### config.mk
export PLATFORM = sky130hd
export DESIGN_NAME = csa_resolve
export DESIGN_NICKNAME = d
export VERILOG_FILES = /design/src/rtl/csa_resolve.sv
export SDC_FILE = /design/constraint.sdc
export NUM_CORES = 1
export LEC_CHECK = 0
export ABC_AREA = 1
export CORE_MARGIN = 2
export CORE_UTILIZATION = 46
export CTS_CLUSTER_SIZE = 25
export DETAILED_ROUTE_END_ITERATION = 7
export GPL_ROUTABILITY_DRIVEN = 0
export PLACE_DENSITY = 0.86
export SETUP_SLACK_MARGIN = 0.5
export SYNTH_ARGS = -nofsm -noshare
export SYNTH_HDL_FRONTEND = slang
export SYNTH_SLANG_ARGS = --single-unit
### constraint.sdc
create_clock -name clk -period 2.5 [get_ports clk]
set_input_delay 0.5 -clock clk [delete_from_list [all_inputs] [get_ports clk]]
set_output_delay 0.5 -clock clk [all_outputs]
set_load 0.1 [all_outputs]
### src/rtl/csa_resolve.sv
// Chunk-serial carry-propagate resolver: out_sum = pv_s + pv_c, CHUNK bits per cycle, low chunk first.
// Optional macro CSA_RESOLVE_COUT_EN adds the out_cout port (carry out of the top chunk).

module csa_resolve_chunk #(
  parameter int W = 4
) (
  input  logic [W-1:0] a,
  input  logic [W-1:0] b,
  input  logic         cin,
  output logic [W-1:0] sum,
  output logic         cout
);
  assign {cout, sum} = {1'b0, a} + {1'b0, b} + {{W{1'b0}}, cin};
endmodule

module csa_resolve #(
  parameter int MAX   = 16,
  parameter int CHUNK = 4
) (
  input  logic           clk,
  input  logic           rst_n,
  input  logic           in_valid,
  output logic           in_ready,
  input  logic [MAX-1:0] pv_s,
  input  logic [MAX-1:0] pv_c,
  output logic           out_valid,
  input  logic           out_ready,
  output logic [MAX-1:0] out_sum
`ifdef CSA_RESOLVE_COUT_EN
  ,
  output logic           out_cout
`endif
);
  localparam int NCHUNK = MAX / CHUNK;
  localparam int IW     = (NCHUNK > 1) ? $clog2(NCHUNK) : 1;
  localparam logic [IW-1:0] LAST = IW'(NCHUNK - 1);

  if (MAX % CHUNK != 0) begin : g_bad_chunk
    $error("csa_resolve: MAX must be a multiple of CHUNK");
  end

  typedef enum logic [1:0] {IDLE, ADD, DONE} state_t;

  state_t           state_q, state_d;
  logic [IW-1:0]    idx_q;
  logic             carry_q;
  logic [MAX-1:0]   s_q, c_q, sum_q;
  logic [31:0]      base;
  logic [CHUNK-1:0] s_chunk, c_chunk, sum_chunk;
  logic             cout_chunk;

  assign base    = 32'(idx_q) * 32'(CHUNK);
  assign s_chunk = s_q[base +: CHUNK];
  assign c_chunk = c_q[base +: CHUNK];

  csa_resolve_chunk #(.W(CHUNK)) u_chunk (
    .a    (s_chunk),
    .b    (c_chunk),
    .cin  (carry_q),
    .sum  (sum_chunk),
    .cout (cout_chunk)
  );

  // state register
  always_ff @(posedge clk or negedge rst_n) begin
    if (!rst_n) state_q <= IDLE;
    else        state_q <= state_d;
  end

  // next state
  always_comb begin
    state_d = state_q;
    case (state_q)
      IDLE:    if (in_valid)        state_d = ADD;
      ADD:     if (idx_q == LAST)   state_d = DONE;
      DONE:    if (out_ready)       state_d = IDLE;
      default:                      state_d = IDLE;
    endcase
  end

  // handshake outputs decode from registered state only
  always_comb begin
    in_ready  = (state_q == IDLE);
    out_valid = (state_q == DONE);
  end

  always_ff @(posedge clk or negedge rst_n) begin
    if (!rst_n) begin
      idx_q   <= '0;
      carry_q <= 1'b0;
      s_q     <= '0;
      c_q     <= '0;
      sum_q   <= '0;
    end else begin
      case (state_q)
        IDLE: if (in_valid) begin
          s_q     <= pv_s;
          c_q     <= pv_c;
          carry_q <= 1'b0;
          idx_q   <= '0;
        end
        ADD: begin
          sum_q[base +: CHUNK] <= sum_chunk;
          carry_q              <= cout_chunk;
          idx_q                <= (idx_q == LAST) ? '0 : idx_q + 1'b1;
        end
        default: ;
      endcase
    end
  end

  assign out_sum = sum_q;

`ifdef CSA_RESOLVE_COUT_EN
  logic cout_q;
  // the top chunk's carry is captured alongside its sum bits and then held through DONE
  always_ff @(posedge clk or negedge rst_n) begin
    if (!rst_n)                              cout_q <= 1'b0;
    else if (state_q == ADD && idx_q == LAST) cout_q <= cout_chunk;
  end
  assign out_cout = cout_q;
`endif

endmodule

# Word-level counts from Yosys, hierarchy flattened
# Cells that the tools add are included.
[op_classes] n_addsub=4 n_mul=0 n_div=0 order_cmp=0 eq_ne=6 shifts=4 mux=10 bitwise=0 reduce_logical=5
[op_table] operator="4-bit negation with 34-bit output" count=1
[op_table] operator="4-bit by 34-bit variable shift with 16-bit output, first input constant" count=1
[op_table] operator="4-bit by 34-bit indexed part select with 16-bit output" count=1
[op_table] operator="16-bit by 5-bit indexed part select with 4-bit output" count=2
[op_table] operator="16-bit bitwise mux" count=1
[op_table] operator="2-bit two-way mux" count=5
[op_table] operator="2-bit one-hot mux with 3 select lines" count=1
[op_table] operator="4-bit by 4-bit adder with 5-bit output" count=1
[op_table] operator="5-bit by 1-bit adder with 5-bit output" count=1
[op_table] operator="2-bit == test, second input constant" count=2
[op_table] operator="2-bit inequality test, second input constant" count=2
[op_table] operator="2-bit one-hot mux with 2 select lines" count=1
[op_table] operator="2-bit AND reduction" count=2
[op_table] operator="3-bit AND reduction" count=1
[op_table] operator="2-bit by 1-bit adder with 2-bit output, second input constant" count=1
[op_table] operator="2-bit by 1-bit == test with 1-bit output, second input constant" count=1
[op_table] operator="2-bit logical NOT" count=1
[op_table] operator="2-bit by 1-bit inequality test with 1-bit output, second input constant" count=1
[op_table] operator="1-bit one-hot mux with 2 select lines" count=1
[op_table] operator="2-bit nonzero test" count=1
[op_table] operator="1-bit two-way mux" count=1
[word_totals] reg_bits=53 latch_bits=0 ramBits=0 mem_bits_ro=0 word_cells=35 mem_count=0

# Longest topological paths before layout
# Gate-level depths: netlist of run 1.
[logic_depth] depth_word=5 depth_mapped=12 depth_no_buf=10

# Modules after synthesis
# From an unflattened synthesis of run 1, not the netlist that was laid out.
[hier_totals] cells_unflattened=345 area_unflattened_um2=2755.1
[by_module_without_submodules] module="csa_resolve" instances=1 cells_each=320 area_each_um2=2590.0
[by_module_without_submodules] module="csa_resolve_chunk" instances=1 cells_each=25 area_each_um2=165.2

# Worst setup path after synthesis of run 1
# No wires, ideal clock.
[synth_path] kind="register to register" from="register idx_q[0]" to="register sum_q[6], in the netlist out_sum[6]" setup_time_ns=0.131 arrival_ns=2.210 t_required_ns=2.369 slack_ns=0.158 stages_incl_launch_ff=12 n_path_buf=2 synth_period_minus_slack_ns=2.342 cell_sequence="dfrtp_1 clkbuf_2 inv_1 buf_2 nor2_1 o22ai_1 fa_1 fa_1 xnor2_1 nor2_1 nand2_1 o21ai_0"
[synth_between] elab_chain_cells=5 elab_cells_between_ends=8 cone_classes="3 x add/sub; 4 x shift; 1 x mux"
[synth_rtl] item="start: declaration" line="45" text="logic [IW-1:0] idx_q;"
[synth_rtl] item="start signal: assignment" line="105" text="idx_q <= (idx_q == LAST) ? '0 : idx_q + 1'b1;"
[synth_rtl] item="16-bit by 5-bit indexed part select with 4-bit output (on tied branches)" line="53, 54"
[synth_rtl] item="4-bit by 4-bit adder with 5-bit output" line="13" text="assign {cout, sum} = {1'b0, a} + {1'b0, b} + {{W{1'b0}}, cin};"
[synth_rtl] item="5-bit by 1-bit adder with 5-bit output" line="13"
[synth_rtl] item="4-bit by 34-bit indexed part select with 16-bit output" line="103" text="sum_q[base +: CHUNK] <= sum_chunk;"
[synth_rtl] item="16-bit bitwise mux (*)" line="103"
[synth_rtl] item="end signal: indexed assignment" line="103"
[synth_rtl] item="end: declaration" line="47" text="logic [MAX-1:0] s_q, c_q, sum_q;"
# Mark *: on every way between the ends. The rest lies on a longest branch, timed or not.
# A chain may end at the register's enable or synchronous reset.

# Worst setup path in the final report of run 1
[layout_path] from="register idx_q[0]" to="register carry_q"
[layout_between] elab_chain_cells=4 elab_cells_between_ends=5 cone_classes="2 x add/sub; 2 x shift; 1 x mux"
[layout_rtl] item="16-bit by 5-bit indexed part select with 4-bit output (on tied branches)" line="53, 54"
[layout_rtl] item="4-bit by 4-bit adder with 5-bit output (*)" line="13"
[layout_rtl] item="5-bit by 1-bit adder with 5-bit output (*)" line="13"
[layout_rtl] item="1-bit one-hot mux with 2 select lines (*)" line="95" text="case (state_q)"
[layout_rtl] item="end signal: assignment" line="104" text="carry_q <= cout_chunk;"
[layout_rtl] item="end: declaration" line="46" text="logic carry_q;"
# Marked as above.

==> results, run 1 <==
- The first-pass GRT wire length is 9142 um.
- Together, buffers and inverters on the worst path number 1.
- Including well taps, the total number of placed cells is 353.
- The count of mapped cells out of synthesis is 233.
- The master cell of the clock root buffer is sky130_fd_sc_hd__clkbuf_8.
- The synthesis warning total is 0.
- In this run the remaining antenna-violating nets after routing total 0.
- Entering global routing, the biggest net connects 54 pins.
- Max-cap violations in this run came to 0.
- The global routing met3 resource utilization is 4.318%.
- A synthesized cell averages 11.19 um^2.
- The final hold violation count is 0.
- The number of nets in the synthesized netlist is 280.
- In the layout the commonest cells are 51 x sky130_fd_sc_hd__dfrtp_1, 34 x sky130_fd_sc_hd__clkdlybuf4s50_1, 28 x sky130_fd_sc_hd__buf_4.
- The number of vias per cell is 5.293.
- The endpoint kind of the worst setup timing path is a register.
- In this run the critical register-to-register path is launched from idx_q[0]$_DFFE_PN0P_.
- The library cell used most frequently in the layout, excluding fill and tap cells, is sky130_fd_sc_hd__dfrtp_1.
- In the routed design, unresolved DRC markers number 0.
- For this run, the slowest stage of the critical path takes 0.46 ns.
- The final route contains 1948 vias.
- The number of buffers added on ports is 53.
- Headroom to the max-slew limit came out at 57.27%.
- The insertion delay to the later sink of the worst-skew pair is 0.31 ns.
- The post-synthesis instance area is 2606 um^2.
- The clock-pin slew on the worst setup and hold paths is 0.09 ns.
- Row generation in the floorplan step produced 27 rows.
- The sum of negative setup slack is 0 ns.
- The TritonCTS clock tree is built.
- After synthesis, the cell types taking the most area are sky130_fd_sc_hd__dfrtp_1 51%, sky130_fd_sc_hd__mux2_4 15%, sky130_fd_sc_hd__o21ai_0 7.1%, sky130_fd_sc_hd__ha_1 4.3%, sky130_fd_sc_hd__nand2_1 2.9%.
- For this run, the top clock speed supported by timing is 0.4575 GHz.
- After the first detailed-routing iteration, the DRC count stood at 132.
- The number of inserted diodes is 0.
- The fraction of final layout cells with drive strength greater than 1 is 36.15%.
- The worst clock skew is 0.004020 ns.
- The flow ran to the end, and the final reports show no timing, DRC or antenna violations.
- Walking the worst path, the cells encountered are buf_8 -> o21ai_4 -> o22ai_2 -> fa_2 -> fa_2 -> nand2_1 -> a21oi_1 -> o21ai_1 -> nand2_1.
- The layout overhead on the synthesized area is 32.84%.
- The clock sink total is 53.
- For the pin with the worst max-slew slack, the measured transition is 0.6410 ns.
- The kind of critical path is register to register.
- The number of hold buffers added after CTS was 0.
- The met2 routing resource usage after global routing is 30.42%.
- The max-slew violation count came to 0.
- The half-perimeter wire length of the detailed placement result is 3861 um.
- The floorplan step defined a die boundary enclosing 6284 um^2.
- Setup repair after global routing could not meet its margin everywhere.
- The worst hold path class is input pin to asynchronous set/reset pin.
- The via count of the first global-routing pass is 1954.
- The clock period could shrink to 2.186 ns.
- sky130_fd_sc_hd__dfrtp_1 takes more of the synthesized area than any other cell.
- After detailed routing, the average wire length per cell comes to 15.71 um.
- The family with the most delay on the worst path is adder cells.
- The overall overflow remaining after global route is 0.
- The worst hold-check slack is 0.2913 ns.
- The flip-flop and latch count after synthesis is 53.
- The utilization after layout is 63.26%.
- CTS built an H-tree with a depth of 2.
- The final period utilization is 87.44%.
- The maximum buffer depth of the clock tree is 2.
- Synthesis instantiated 26 different standard cells from the library.
- The critical path required time is 2.68 ns.
- In this run the horizontal extent of the chip is 79.27 um.
- The proportion of netlist area held by the largest area contributor is 50.89%.
- The worst-path cell with the longest stage delay is sky130_fd_sc_hd__dfrtp_2.
- STA classifies the critical path startpoint as a register.
- The total CTS buffers is 5.
- The data arrival time of the critical path is 2.37 ns.
- After synthesis, flip-flops and latches occupy 50.89% of the total area.
- In this run the worst path has a maximum fanout of 5.
- The critical path starts at idx_q[0]$_DFFE_PN0P_.
- The total area inside the core boundary comes to 5473 um^2.
- The vertical extent of the die is 79.27 um.
- Setup violations remaining at the end of the flow were counted as 0.
- The pre-antenna-repair detailed-routing pass consisted of 4 iterations.
- The number of placed I/O pins is 54.
- The routed design has 5783 um of wire.
- After the flow finishes, the layout carries non-filler instances totaling 368.
- The most crowded layer after global routing is met2.
- The initial antenna violation count came to 0.
- The total number of nets in the final design is 343.
- The combined global-route utilization of all metal layers is 19.18%.
- For this configuration, the core starts out at a cell density of 47.62%.
- The global-route met1 utilization is 24.20%.
==> layer usage <==
metal  wire length [um]  part of all wire [%]  up-vias
met1               2447                    42      944
met5                  0                     0        -
li1                   -                     -      925
met4                188                   3.3        0
met3                269                   4.7       16
met2               2877                    50       63
==> cells by family (layout without fill, tap and decap cells) <==
logic type | count (synthesis) | after routing | synth area share, %
mux | 32 | 32 | 17.57
flops | 53 | 53 | 50.89
simple gates | 57 | 57 | 9.794
fa+ha+maj | 11 | 11 | 5.857
xor+xnor | 1 | 1 | 0.3361
buf+inv | 28 | 91 | 5.040
compound gates | 51 | 51 | 10.51
==> layout make-up <==
cell class	instances	area, um^2
Timing Repair Buffer	65	581.8
Fill cell	428	2011
Sequential cell	53	1329
Tap cell	72	90.09
Clock buffer	7	86.33
Multi-Input combinational cell	152	1299
Inverter	19	76.32
==> path summary, 6_finish.rpt <==
kind / endpoint / slack (ns) / cells past startpoint
worst min-delay path: out_sum[8]$_DFFE_PN0P_ / 0.29 / 2
max in group asynchronous: idx_q[0]$_DFFE_PN0P_ / 1.74 / 2
worst min register to register: out_sum[15]$_DFFE_PN0P_ / 0.51 / 2
worst max register to register: carry_q$_DFFE_PN0P_ / 0.31 / 9
worst max-delay path: carry_q$_DFFE_PN0P_ / 0.31 / 9
min in group clk: out_sum[15]$_DFFE_PN0P_ / 0.51 / 2
==> synth_stat cells (all sizes together) <==
cell / n
xnor2: 1
mux2: 32
clkbuf: 4
nand3: 9
o21ai: 38
a21oi: 1
fa: 2
inv: 19
nand2: 22
ha: 9
nor2: 21
nand4: 3
buf: 5
dfrtp: 53
nor3: 2
o22ai: 9
o31ai: 3
==> state kept, by name, indices dropped and copies added (netlist names) <==
signal   count
c_q         16
carry_q      1
idx_q        2
out_sum     16
s_q         16
state_q      2
==> timing repair <==
action / 4_1_cts / 5_1_grt
resized for setup: 15 / 23
pin swaps: 6 / 9
setup endpoints to repair: 13 / 15
buffers inserted: 6 / 2
==> metrics by stage <==
| step | area (um^2) | setup WS (ns) |
|---|---|---|
| CTS | 3351 | 0.3777 |
| floorplan | 2678 | 0.3439 |
| global route | 3462 | 0.2233 |
| detailed placement | 3188 | 0.2120 |
| finish | 3462 | 0.3141 |
| global placement | 3188 | 0.3042 |
Power of run 1 is left out: the tool's default activity adds up to more than one toggle a clock period on the data nets, which glitch-free logic cannot reach.
==> run 2, diff against run 1 <==
--- a/config.mk
+++ b/config.mk
@@ -6,6 +6,7 @@
 export NUM_CORES = 1
 export LEC_CHECK = 0
 export ABC_AREA = 1
+export CORE_ASPECT_RATIO = 0.5
 export CORE_MARGIN = 2
 export CORE_UTILIZATION = 46
 export CTS_CLUSTER_SIZE = 25
==> run 2 against run 1 <==
Effect of this change: die area increased by 0.59%; final cell count increased by 0.82%; sequential cell count unchanged; first-iteration DRC count increased by 32%; routed wire length increased by 19%; clock-buffer cell count decreased by 2; sequential share of layout area decreased by 0.43 points; maximum frequency decreased by 4.1%; setup slack got worse by 0.093 ns; worst hold slack got worse by 0.26 ns; global-route usage increased by 3.7 points; critical path depth decreased by 1; critical endpoint is now out_sum[10]$_DFFE_PN0P_; largest cell class unchanged.
==> results, run 2 (synthesis results as in run 1) <==
- The flow ran to the end, and the final reports show no timing, DRC or antenna violations.
- The fraction of final layout cells with drive strength greater than 1 came to 34.90% (-1.2 points).
- The final period utilization is 91.15% (+3.7 points).
- The routed via count came to 2118 (+8.7%).
- The number of placed I/O pins is 54 (unchanged).
- The sum of negative setup slack is 0 ns (unchanged).
- The mean routed wirelength per cell is 18.55 um (+18%).
- The maximum buffer depth of the clock tree is 2 (unchanged).
- The number of setup violations in the final report is 0 (unchanged).
- The vertical extent of the die is 57.23 um (-28%).
- The worst clock skew was 0.007211 ns (+0.003190 ns).
- The tightest slew margin relative to the limit was 59.44% (+2.2 points).
- The max capacitance violation total is 0 (unchanged).
- The initial antenna violation count is 0 (unchanged).
- The die footprint was 6321 um^2 (+0.59%).
- The effective utilization at floorplan is 47.67% (about the same).
- The master cell of the clock root buffer is sky130_fd_sc_hd__clkbuf_16.
- The total length of routed wires is 6883 um (+19%).
- The critical path required time is 2.70 ns (+0.02 ns).
- The count of hold-fix buffers inserted at cts is 0 (unchanged).
- The number of placement rows is 19 (-30%).
- The max-slew violation count is 0 (unchanged).
- The worst setup path is captured at a register.
- The via count of the first global-routing pass was 2253 (+15%).
- The final critical delay including setup and external delays is 2.279 ns (+0.09282 ns).
- The detailed-route DRC error count came to 0 (unchanged).
- The half-perimeter wire length of the detailed placement result was 4364 um (+13%).
- The number of buffers added on ports is 53 (unchanged).
- The kind of critical path is register to register.
- The total number of nets in the final design is 345 (+0.58%).
- The maximum clock rate is 0.4388 GHz (-4.1%).
- In the layout the commonest cells are 51 x sky130_fd_sc_hd__dfrtp_1, 34 x sky130_fd_sc_hd__clkdlybuf4s50_1, 30 x sky130_fd_sc_hd__buf_4.
- The depth of the CTS H-tree is 2 (unchanged).
- The overall overflow remaining after global route is 0 (unchanged).
- The insertion delay to the later sink of the worst-skew pair came to 0.30 ns (about the same).
- The worst slack after detailed placement is 0.1058 ns (-0.1062 ns).
- The data arrival time of the critical path was 2.48 ns (+0.11 ns).
- The worst-case setup margin in the final layout is 0.2213 ns (-0.09282 ns).
- The DRC violation total after the first TritonRoute iteration was 174 (+32%).
- The total CTS buffers came to 5 (unchanged).
- The clock sink total is 53 (unchanged).
- The horizontal die dimension is 110.5 um (+39%).
- The combined global-route utilization of all metal layers is 22.83% (+3.7 points).
- TritonCTS built the clock tree.
- The clock-pin slew on the worst setup and hold paths came to 0.07 ns (-0.02 ns).
- The first-pass GRT wire length is 11270 um (+23%).
- The maximum number of pins on one net before global-route repair is 46 (-15%).
- Setup repair after global routing could not meet its margin everywhere.
- The antenna violation net count after detailed routing came to 0 (unchanged).
- The number of vias per cell is 5.709 (+7.8%).
- The final hold violation count is 0 (unchanged).
- The area growth from synthesis to layout is 34.33%.
- The startpoint kind of the worst setup timing path is a register.
- The area of the placeable core is 5468 um^2 (about the same).
- The utilization after layout is 64.03% (+0.77 points).
- The measured slew at the worst slew-check pin came to 0.6084 ns (-0.03258 ns).
- The most common cell after layout, fill and taps aside is sky130_fd_sc_hd__dfrtp_1.
- The number of inserted diodes was 0 (unchanged).
- The peak fanout along the critical path came to 5 (unchanged).
- The worst hold path class is input pin to asynchronous set/reset pin.
- The number of optimization iterations in the first detailed-route pass is 5 (+1).
run 2: layout make-up:
| type | count | area, um^2 |
|---|---|---|
| Clock buffer | 5 | 125.1 |
| Clock inverter | 2 | 35.03 |
| Fill cell | 388 | 1967 |
| Inverter | 19 | 78.83 |
| Multi-Input combinational cell | 152 | 1245 |
| Sequential cell | 53 | 1329 |
| Tap cell | 73 | 91.34 |
| Timing Repair Buffer | 67 | 596.8 |
run 2: timing repair:
item                       in CTS  in global routing
setup endpoints to repair      13                 13
pin swaps                       8                  2
buffers inserted                9                  1
gates resized for setup        32                  3
run 2: per-layer routing:
layer	vias up	wire length [um]	track usage, %	part of all wire, %
li1	927	-	-	-
met1	1050	2856	28.59	41
met2	111	3330	37.86	48
met3	30	422	5.526	6.1
met4	0	274	11.96	4.0
met5	-	0	0	0
run 2: path summary, 6_finish.rpt:
path	slack, ns	cells past startpoint	endpoint	start
min in group clk	0.49	2	out_sum[15]$_DFFE_PN0P_	out_sum[15]$_DFFE_PN0P_
worst min-delay path	0.04	1	c_q[2]$_DFFE_PN0P_	rst_n
worst min register to register	0.49	2	out_sum[15]$_DFFE_PN0P_	out_sum[15]$_DFFE_PN0P_
max in group asynchronous	1.66	2	idx_q[0]$_DFFE_PN0P_	rst_n
worst max register to register	0.22	8	out_sum[10]$_DFFE_PN0P_	idx_q[0]$_DFFE_PN0P_
worst max-delay path	0.22	8	out_sum[10]$_DFFE_PN0P_	idx_q[0]$_DFFE_PN0P_
run 2: metrics by stage:
step	hold WS, ns	cells	instance area (um^2)
floorplan	0.2044	233	2678
global route	0.04597	371	3501
finish	0.03579	371	3501
detailed placement	0.3497	354	3189
global placement	0.3461	354	3189
CTS	0.04185	370	3491
run 2: critical path, cell delays in order (launching register included):
cell and delay, ns:
sky130_fd_sc_hd__dfrtp_2 0.49, sky130_fd_sc_hd__buf_6 0.16, sky130_fd_sc_hd__o21ai_2 0.17, sky130_fd_sc_hd__o22ai_2 0.10
sky130_fd_sc_hd__fa_2 0.37, sky130_fd_sc_hd__fa_2 0.40, sky130_fd_sc_hd__xnor2_2 0.16, sky130_fd_sc_hd__buf_4 0.13
sky130_fd_sc_hd__o31ai_1 0.21
Power of run 2 is left out for the same reason.
==> run 3, diff against run 2 <==
--- a/config.mk
+++ b/config.mk
@@ -5,14 +5,12 @@
 export SDC_FILE = /design/constraint.sdc
 export NUM_CORES = 1
 export LEC_CHECK = 0
-export ABC_AREA = 1
 export CORE_ASPECT_RATIO = 0.5
-export CORE_MARGIN = 2
-export CORE_UTILIZATION = 46
+export CORE_UTILIZATION = 45
 export CTS_CLUSTER_SIZE = 25
 export DETAILED_ROUTE_END_ITERATION = 7
 export GPL_ROUTABILITY_DRIVEN = 0
-export PLACE_DENSITY = 0.86
+export PLACE_DENSITY = 0.85
 export SETUP_SLACK_MARGIN = 0.5
 export SYNTH_ARGS = -nofsm -noshare
 export SYNTH_HDL_FRONTEND = slang
==> run 3 against run 2 <==
Effect of this change: sequential cell count stayed put; maximum frequency is 4.3% lower; highest routed layer unchanged; first-iteration DRC count is 53% lower; critical path type unchanged; clock-buffer cell count is 1 higher; global-route usage is 2.8 points lower; largest cell class unchanged.
==> results, run 3 <==
- The worst clock skew is 0.01436 ns (+0.007147 ns).
- The half-perimeter wire length of the detailed placement result was 3641 um (-17%).
- The post-synthesis net count is 207 (-26%).
- The worst hold path class is input pin to asynchronous set/reset pin.
- The flow ran to the end, and the final reports show no timing, DRC or antenna violations.
- The synthesis warning total was 0 (unchanged).
- The startpoint kind of the worst setup timing path is a register.
- The vertical extent of the die is 54.38 um (-5.0%).
- The critical path required time came to 2.75 ns (+0.05 ns).
- The number of setup violations in the final report came to 0 (unchanged).
- The flip-flop and latch count after synthesis is 53 (unchanged).
- The first-pass GRT wire length came to 8542 um (-24%).
- The fraction of final layout cells with drive strength greater than 1 is 36.12% (+1.2 points).
- The number of inserted diodes is 0 (unchanged).
- TritonCTS built the clock tree.
- The slack of the worst reg-to-reg path was 0.12 ns (-0.10 ns).
- The number of enable-type register cells in the synthesized netlist is 0 (unchanged).
- The total CTS buffers was 5 (unchanged).
- The final hold violation count is 0 (unchanged).
- The number of standard cells in the final layout excluding fillers came to 297 (-20%).
- The overall overflow remaining after global route is 0 (unchanged).
- The total number of nets in the final design was 273 (-21%).
- The max capacitance violation total is 0 (unchanged).
- The initial antenna violation count is 0 (unchanged).
- The final critical delay including setup and external delays is 2.382 ns (+0.1031 ns).
- The sum of negative setup slack is 0 ns (unchanged).
- The average size of a mapped cell is 15.43 um^2 (+38%).
- The DRC violation total after the first TritonRoute iteration came to 82 (-53%).
- The final period utilization was 95.27% (+4.1 points).
- The max-slew violation count was 0 (unchanged).
- The area growth from synthesis to layout is 33.05%.
- The area of the placeable core is 5090 um^2 (-6.9%).
- The via count of the first global-routing pass was 1656 (-26%).
- The multiplexer share of the synthesized area is 23.42% (+5.8 points).
- STA classifies the critical path endpoint as a register.
- The effective utilization at floorplan is 48.50% (+0.83 points).
- The antenna violation net count after detailed routing is 0 (unchanged).
- The maximum buffer depth of the clock tree is 2 (unchanged).
- The number of placed I/O pins is 54 (unchanged).
- The number of fillers in the final layout was 378 (-2.6%).
- The utilization after layout came to 64.53% (+0.50 points).
- Setup repair after global routing could not meet its margin everywhere.
- The maximum number of pins on one net before global-route repair is 37 (-20%).
- The most common cell after layout, fill and taps aside is sky130_fd_sc_hd__dfrtp_1.
- The number of buffers added on ports is 53 (unchanged).
- The total length of routed wires is 5384 um (-22%).
- The die footprint was 5804 um^2 (-8.2%).
- The number of distinct library cells after synthesis is 33 (+27%).
- By area the synthesized netlist is led by sky130_fd_sc_hd__dfrtp_1 54%, sky130_fd_sc_hd__mux2_1 7.3%, sky130_fd_sc_hd__mux4_2 7.3%, sky130_fd_sc_hd__mux2_4 6.1%, sky130_fd_sc_hd__a22o_1 4.6%.
- The sequential area share after synthesis was 53.73% (+2.8 points).
- The measured slew at the worst slew-check pin is 0.5451 ns (-0.06327 ns).
- The clock-pin slew on the worst setup and hold paths is 0.10 ns (+0.03 ns).
- The depth of the CTS H-tree is 2 (unchanged).
- The horizontal die dimension is 106.7 um (-3.4%).
- The combinational family with the most area after synthesis is multiplexers.
- The proportion of netlist area held by the largest area contributor is 53.73% (+2.8 points).
- The fraction of the mapped netlist area in compound gates is 8.515% (-2.0 points).
- The clock sink total is 53 (unchanged).
- The peak fanout along the critical path is 4 (-1).
- The mean routed wirelength per cell came to 18.13 um (-2.3%).
- sky130_fd_sc_hd__dfrtp_1 is the most common cell in the netlist.
- The count of mapped cells out of synthesis is 160 (-31%).
- The detailed-route DRC error count is 0 (unchanged).
- The post-synthesis instance area is 2469 um^2 (-5.3%).
- sky130_fd_sc_hd__dfrtp_1 takes more of the synthesized area than any other cell.
- After synthesis, the most frequently instantiated cells are 53 x sky130_fd_sc_hd__dfrtp_1, 16 x sky130_fd_sc_hd__mux2_1, 13 x sky130_fd_sc_hd__a22o_1.
- The number of vias per cell is 5.340 (-6.5%).
- The count of placed standard cells including taps is 280 (-21%).
- The number of optimization iterations in the first detailed-route pass is 4 (-1).
- The routed via count was 1586 (-25%).
- The insertion delay to the later sink of the worst-skew pair is 0.32 ns (+0.02 ns).
- The tightest slew margin relative to the limit was 63.58% (+4.1 points).
- The most used flip-flop cell after synthesis is sky130_fd_sc_hd__dfrtp_1.
- The master cell of the clock root buffer is sky130_fd_sc_hd__clkbuf_8.
- The data arrival time of the critical path was 2.63 ns (+0.15 ns).
- The share of the synthesized netlist area taken by xor and xnor gates is 0.3548% (+0.019 points).
- The combined global-route utilization of all metal layers is 20.03% (-2.8 points).
- The share of synthesized registers carrying an async set or reset is 100.0% (unchanged).
- The maximum clock rate is 0.4199 GHz (-4.3%).
- Leaving out fill and tap cells, the most frequent cells in the layout are 51 x sky130_fd_sc_hd__dfrtp_1, 34 x sky130_fd_sc_hd__clkdlybuf4s50_1, 27 x sky130_fd_sc_hd__buf_4.
- The number of placement rows was 18 (-1).
- The kind of critical path is register to register.
- The count of hold-fix buffers inserted at cts is 0 (unchanged).
- The simple-gate share of the synthesized area is 5.018% (-4.8 points).
- The share of synthesized cell area in full adder, half adder and majority cells is 6.183% (+0.33 points).
-- run 3: critical path: stages (launching register included) --
cell                      delay [ns]
sky130_fd_sc_hd__dfrtp_2        0.42
sky130_fd_sc_hd__buf_6          0.11
sky130_fd_sc_hd__mux4_2         0.52
sky130_fd_sc_hd__fa_2           0.39
sky130_fd_sc_hd__fa_2           0.36
sky130_fd_sc_hd__xor2_1         0.30
sky130_fd_sc_hd__a22o_1         0.20
-- run 3: cells by family after synthesis --
family,count (synthesis)
AO/OA/AOI/OAI,25
flip-flops,53
buffers and inverters,10
adder cells (fa/ha/maj),11
AND/OR/NAND/NOR,20
XOR/XNOR,1
multiplexers,40
-- run 3: per-stage QoR --
| step | cell area [um^2] | worst slack [ns] | hold slack, ns |
|---|---|---|---|
| 4_1_cts | 3192 | 0.1699 | 0.09566 |
| 3_5_place_dp | 3037 | 0.05327 | 0.4238 |
| 3_3_place_gp | 3037 | 0.1357 | 0.4152 |
| 6_report | 3284 | 0.1182 | 0.07599 |
| 2_1_floorplan | 2492 | 0.1836 | 0.2044 |
| 5_1_grt | 3284 | 0.06547 | 0.08474 |
-- run 3: layout make-up --
| cell class | instances | area [um^2] | area share [%] |
|---|---|---|---|
| Sequential cell | 53 | 1329 | 40.46 |
| Multi-Input combinational cell | 97 | 1170 | 35.62 |
| Timing Repair Buffer | 66 | 601.8 | 18.32 |
| Tap cell | 70 | 87.58 | 2.667 |
| Clock buffer | 6 | 72.57 | 2.210 |
| Inverter | 3 | 13.76 | 0.4190 |
| Clock inverter | 2 | 10.01 | 0.3048 |
-- run 3: layer usage --
layer | track usage, % | part of all wire, %
met1 | 24.60 | 43
met2 | 36.24 | 51
met3 | 4.881 | 4.7
met4 | 6.164 | 1.4
met5 | 0 | 0
-- run 3: worst paths after layout --
kind / from / endpoint / cells after the start
setup / recovery: idx_q[0]$_DFFE_PN0P_ / out_sum[6]$_DFFE_PN0P_ / 6
hold / removal: rst_n / c_q[11]$_DFFE_PN0P_ / 1
setup reg to reg: idx_q[0]$_DFFE_PN0P_ / out_sum[6]$_DFFE_PN0P_ / 6
hold reg to reg: s_q[15]$_DFFE_PN0P_ / s_q[15]$_DFFE_PN0P_ / 1
max in group asynchronous: rst_n / out_sum[3]$_DFFE_PN0P_ / 2
min in group clk: s_q[15]$_DFFE_PN0P_ / s_q[15]$_DFFE_PN0P_ / 1
-- run 3: timing repair --
action                                  in CTS  in global routing
pin swaps                                    0                  5
endpoints found under the setup margin      14                 17
buffers inserted                             6                  3
resized for setup                            5                 13
Power of run 3 is left out for the same reason.
